### config.mk
export PLATFORM = sky130hd
export DESIGN_NAME = universal_shift_register
export DESIGN_NICKNAME = d
export VERILOG_FILES = /design/src/rtl/usr_pkg.sv /design/src/rtl/usr_bit_mux.sv /design/src/rtl/universal_shift_register.sv
export SDC_FILE = /design/constraint.sdc
export NUM_CORES = 1
export LEC_CHECK = 0
export ABC_AREA = 0
export CAP_MARGIN = 5
export CORE_AREA = 2 2 39 41
export CTS_CLUSTER_SIZE = 24
export DETAILED_ROUTE_END_ITERATION = 10
export DIE_AREA = 0 0 41 43
export GPL_TIMING_DRIVEN = 0
export SYNTH_ARGS = -nofsm -noshare
export SYNTH_HDL_FRONTEND = slang
export SYNTH_SLANG_ARGS = --single-unit
### constraint.sdc
create_clock -name clk -period 1.65 [get_ports clk]
set_clock_uncertainty 0.05 [all_clocks]
set_input_delay 0.2475 -clock clk [delete_from_list [all_inputs] [get_ports clk]]
set_output_delay 0.2475 -clock clk [all_outputs]
set_load 0.005 [all_outputs]
### src/rtl/usr_pkg.sv
// Shared definitions for the universal shift register.
// Mode encodings and the mode select type.
package usr_pkg;

    typedef logic [2:0] mode_t;

    localparam mode_t MODE_HOLD = 3'b000;
    localparam mode_t MODE_SHL  = 3'b001;
    localparam mode_t MODE_SHR  = 3'b010;
    localparam mode_t MODE_LOAD = 3'b011;
    localparam mode_t MODE_INV  = 3'b100;
    localparam mode_t MODE_ROL  = 3'b101;
    localparam mode_t MODE_ROR  = 3'b110;
    localparam mode_t MODE_SWAP = 3'b111;

endpackage

### src/rtl/usr_bit_mux.sv
// 8:1 single-bit selector feeding one register bit.
// Input d is ordered by mode encoding: d[MODE_x] is chosen for mode x.
module usr_bit_mux
    import usr_pkg::*;
(
    input  mode_t      i_sel,
    input  logic [7:0] i_d,
    output logic       o_y
);

    // Pick the candidate next-bit value for the selected mode
    always_comb begin
        o_y = 1'b0;
        case (i_sel)
            MODE_HOLD: o_y = i_d[0];
            MODE_SHL:  o_y = i_d[1];
            MODE_SHR:  o_y = i_d[2];
            MODE_LOAD: o_y = i_d[3];
            MODE_INV:  o_y = i_d[4];
            MODE_ROL:  o_y = i_d[5];
            MODE_ROR:  o_y = i_d[6];
            MODE_SWAP: o_y = i_d[7];
            default:   o_y = i_d[0];
        endcase
    end

endmodule

### src/rtl/universal_shift_register.sv
// WIDTH-bit universal shift register with 8-way mode select and sync clear.
// Optional USR_SERIAL_IN_EN adds serial fill inputs for the two shift modes.
module universal_shift_register
    import usr_pkg::*;
#(
    parameter int WIDTH = 4
) (
    input  logic             clk,
    input  logic             clear,
    input  logic [2:0]       S,
    input  logic [WIDTH-1:0] I,
`ifdef USR_SERIAL_IN_EN
    input  logic             sin_up,
    input  logic             sin_down,
`endif
    output logic [WIDTH-1:0] O
);

    localparam int HALF = WIDTH / 2;

    logic             w_fill_up;
    logic             w_fill_dn;
    logic [WIDTH-1:0] w_q;
    logic [WIDTH-1:0] w_up;
    logic [WIDTH-1:0] w_dn;
    logic [WIDTH-1:0] w_rol;
    logic [WIDTH-1:0] w_ror;
    logic [WIDTH-1:0] w_swp;
    mode_t            w_mode;

`ifdef USR_SERIAL_IN_EN
    assign w_fill_up = sin_up;
    assign w_fill_dn = sin_down;
`else
    assign w_fill_up = 1'b0;
    assign w_fill_dn = 1'b0;
`endif

    assign w_mode = mode_t'(S);

    // Neighbour-bit views of the current word, one per moving mode
    assign w_up  = {w_q[WIDTH-2:0], w_fill_up};
    assign w_dn  = {w_fill_dn, w_q[WIDTH-1:1]};
    assign w_rol = {w_q[WIDTH-2:0], w_q[WIDTH-1]};
    assign w_ror = {w_q[0], w_q[WIDTH-1:1]};
    assign w_swp = {w_q[HALF-1:0], w_q[WIDTH-1:HALF]};

    genvar g;
    generate
        for (g = 0; g < WIDTH; g++) begin : g_bit
            logic       r_bit;
            logic       w_nxt;
            logic [7:0] w_cand;

            assign w_cand = {
                w_swp[g],
                w_ror[g],
                w_rol[g],
                ~w_q[g],
                I[g],
                w_dn[g],
                w_up[g],
                w_q[g]
            };

            usr_bit_mux u_mux (
                .i_sel (w_mode),
                .i_d   (w_cand),
                .o_y   (w_nxt)
            );

            // Register bit with clear taking priority over any mode
            always_ff @(posedge clk) begin
                if (clear) begin
                    r_bit <= 1'b0;
                end else begin
                    r_bit <= w_nxt;
                end
            end

            assign w_q[g] = r_bit;
        end
    endgenerate

    assign O = w_q;

endmodule

==> out/metrics.csv <==
metric;value;unit
worst hold path class;reg -> reg;
cell area after placement;529;um^2
Syn Area/Cell;8.65;um^2
die outline width;41;um
GRT overflow;0;
initial core utilization;28.1;%
clock root cell;clkbuf_4;
GRT Total Usage;13.2;%
Detail Placement HPWL;638;um
Hold Vio Cnt, Final;0;
register area share after synthesis;20.6;%
RSZ-0062 raised after global routing;no;
Final TNS setup;0;ps
most flop-heavy register;g_bit.r_bit;
Startpoint Class;flip-flop;
CP endpoint kind;output port;
First DRT Iteration DRCs;4;
RePlAce Congestion;0.769;
Final Cell Area;552;um^2
Routed WL;895;um
ratio of cells with drive above 1 in the final layout;23.3;%
Vias per Instance;5.18;
main flop type after synthesis;dfxtp_1;
VDD IR max;0.000226;V
syn nets;54;
vias;394;
Synth Cell Area;389;um^2
Row Count;14;
crit path DAT;1320;ps
Post-CTS Setup Bufs;0;
#FFs+latches synth;4;
DR WL/cell;11.8;um
sequence of cells on the critical path;buf_4 -> clkdlybuf4s50_1;
NumNets Final;71;
Die Y;43;um
CP Data Required Time;1350;ps
count of input and output buffers;12;
FMAX;0.619;GHz
post-layout min period;1620;ps
CTS tree;yes;
maximum level of the CTS H-tree;1;
Largest regs;g_bit.r_bit: 4 flops;
clk_lat worst skew;240;ps
vias in the first global route;342;
CP peak stage delay;480;ps
diode count;0;
io pins;13;
Slew headroom;80.3;%
Max-cap violations;0;
drt first pass iters;4;
largest net degree at the start of global routing;11;
CTS max path bufs;2;
Worst Path Buf+Inv;2;
first-pass GRT wire length;1.48;mm
outcome;completed;
Clock transition at path regs;40;ps
Yosys cell types;25;
CP max FO;6;
Largest register FFs;4;
Post-CTS Hold Buffers;0;
Slew @ Worst Pin;292;ps
Final setup violation count;0;
Post-DRT Antenna Nets;0;
residual DRC count;0;
Post-CTS Resized;0;
CTS Sinks;4;
EDFF count, synth;0;
area delta synth->final;41.8;%
Slowest cell on crit path;clkdlybuf4s50_1;
Core Area;1380;um^2
initial antenna violation count;0;
Mapped Cells;45;
final period utilization;98.0;%
pwr/cell area;660;nW/um^2
leakage;0.208;nW
fin. max-slew vios;0;
fraction of registers with async set/reset;0;%
Ys Warns;0;
Crit Path Category;reg -> out;
die area;1760;um^2
total CTS buffers;3;
CP delay by family, top;buffers and inverters;
==> per-stage QoR <==
stage | worst slack, ps | power (mW) | hold slack [ps] | cells | util [%]
after detailed placement | 15.1 | 0.236 | 604 | 73 | 38.2
final | 33.3 | 0.364 | 606 | 76 | 39.9
after global routing | 1.21 | 0.390 | 663 | 76 | 39.9
after CTS | 38.3 | 0.369 | 612 | 76 | 39.9
after global placement | 8.62 | 0.238 | 600 | 73 | 38.2
after floorplan | 594 | 0.185 | 264 | 45 | -
==> cell families after synthesis <==
kind of cell | synth area share, %
XOR/XNOR | 4.50
AO/OA/AOI/OAI | 29.6
multiplexers | 8.36
buffers and inverters | 16.7
AND/OR/NAND/NOR | 20.3
flip-flops | 20.6
==> Yosys cell counts, types with 2 or more instances <==
| library cell | n | share of area [%] |
|---|---|---|
| a31oi_1 | 4 | 6.4 |
| o211ai_1 | 2 | 3.9 |
| inv_1 | 2 | 1.9 |
| a21oi_1 | 3 | 3.9 |
| nand2_1 | 2 | 1.9 |
| nand3b_1 | 3 | 5.8 |
| xor2_1 | 2 | 4.5 |
| dfxtp_1 | 4 | 21 |
| buf_4 | 4 | 7.7 |
| mux2_2 | 2 | 5.8 |
| buf_6 | 2 | 5.8 |
| or3_1 | 2 | 3.2 |
==> layer usage <==
metal | track usage (%) | up-vias | share of wire, %
met5 | 0 | - | 0
met4 | 10.0 | 0 | 3.6
met3 | 6.28 | 4 | 5.1
met2 | 15.3 | 11 | 40
met1 | 17.9 | 174 | 51
li1 | - | 205 | -
==> worst register-to-register path, stage by stage (launching register included) <==
cell,delay (ps)
dfxtp_1,360
or3_1,390
a21oi_1,160
a2111oi_2,50
==> power by group <==
group / internal [mW] / switching, mW / total [mW] / leakage (nW)
registers: 0.106 / 0.0136 / 0.119 / 0.0331
logic: 0.0721 / 0.0435 / 0.116 / 0.161
clock network: 0.0818 / 0.0472 / 0.129 / 0.0138
total: 0.260 / 0.104 / 0.364 / 0.208
==> cell usage in the layout (no fill, tap or decap), drive strengths merged, types with 2 or more instances in the layout <==
cell type / count
clkdlybuf4s50: 12
buf: 7
a31oi: 4
dfxtp: 4
nand3b: 3
a21oi: 3
clkbuf: 3
inv: 2
xor2: 2
nand2: 2
o211ai: 2
or3: 2
mux2: 2
==> cell type report <==
class / count / area, um^2
tap: 16 / 20.0
inverter: 2 / 7.51
fill: 151 / 832
multi-input combinational: 32 / 244
buffer: 7 / 57.6
clock buffer: 3 / 22.5
sequential: 4 / 80.1
timing repair buffer: 12 / 120
==> worst paths after layout <==
kind                   from             end  slack (ps)  cells after the start
max reg2reg  g_bit[1].r_bit  g_bit[1].r_bit         510                      3
min reg2reg  g_bit[0].r_bit  g_bit[3].r_bit         610                      2
min          g_bit[0].r_bit  g_bit[3].r_bit         610                      2
max          g_bit[2].r_bit            O[2]          30                      2
(Power assumes the default switching activity.)
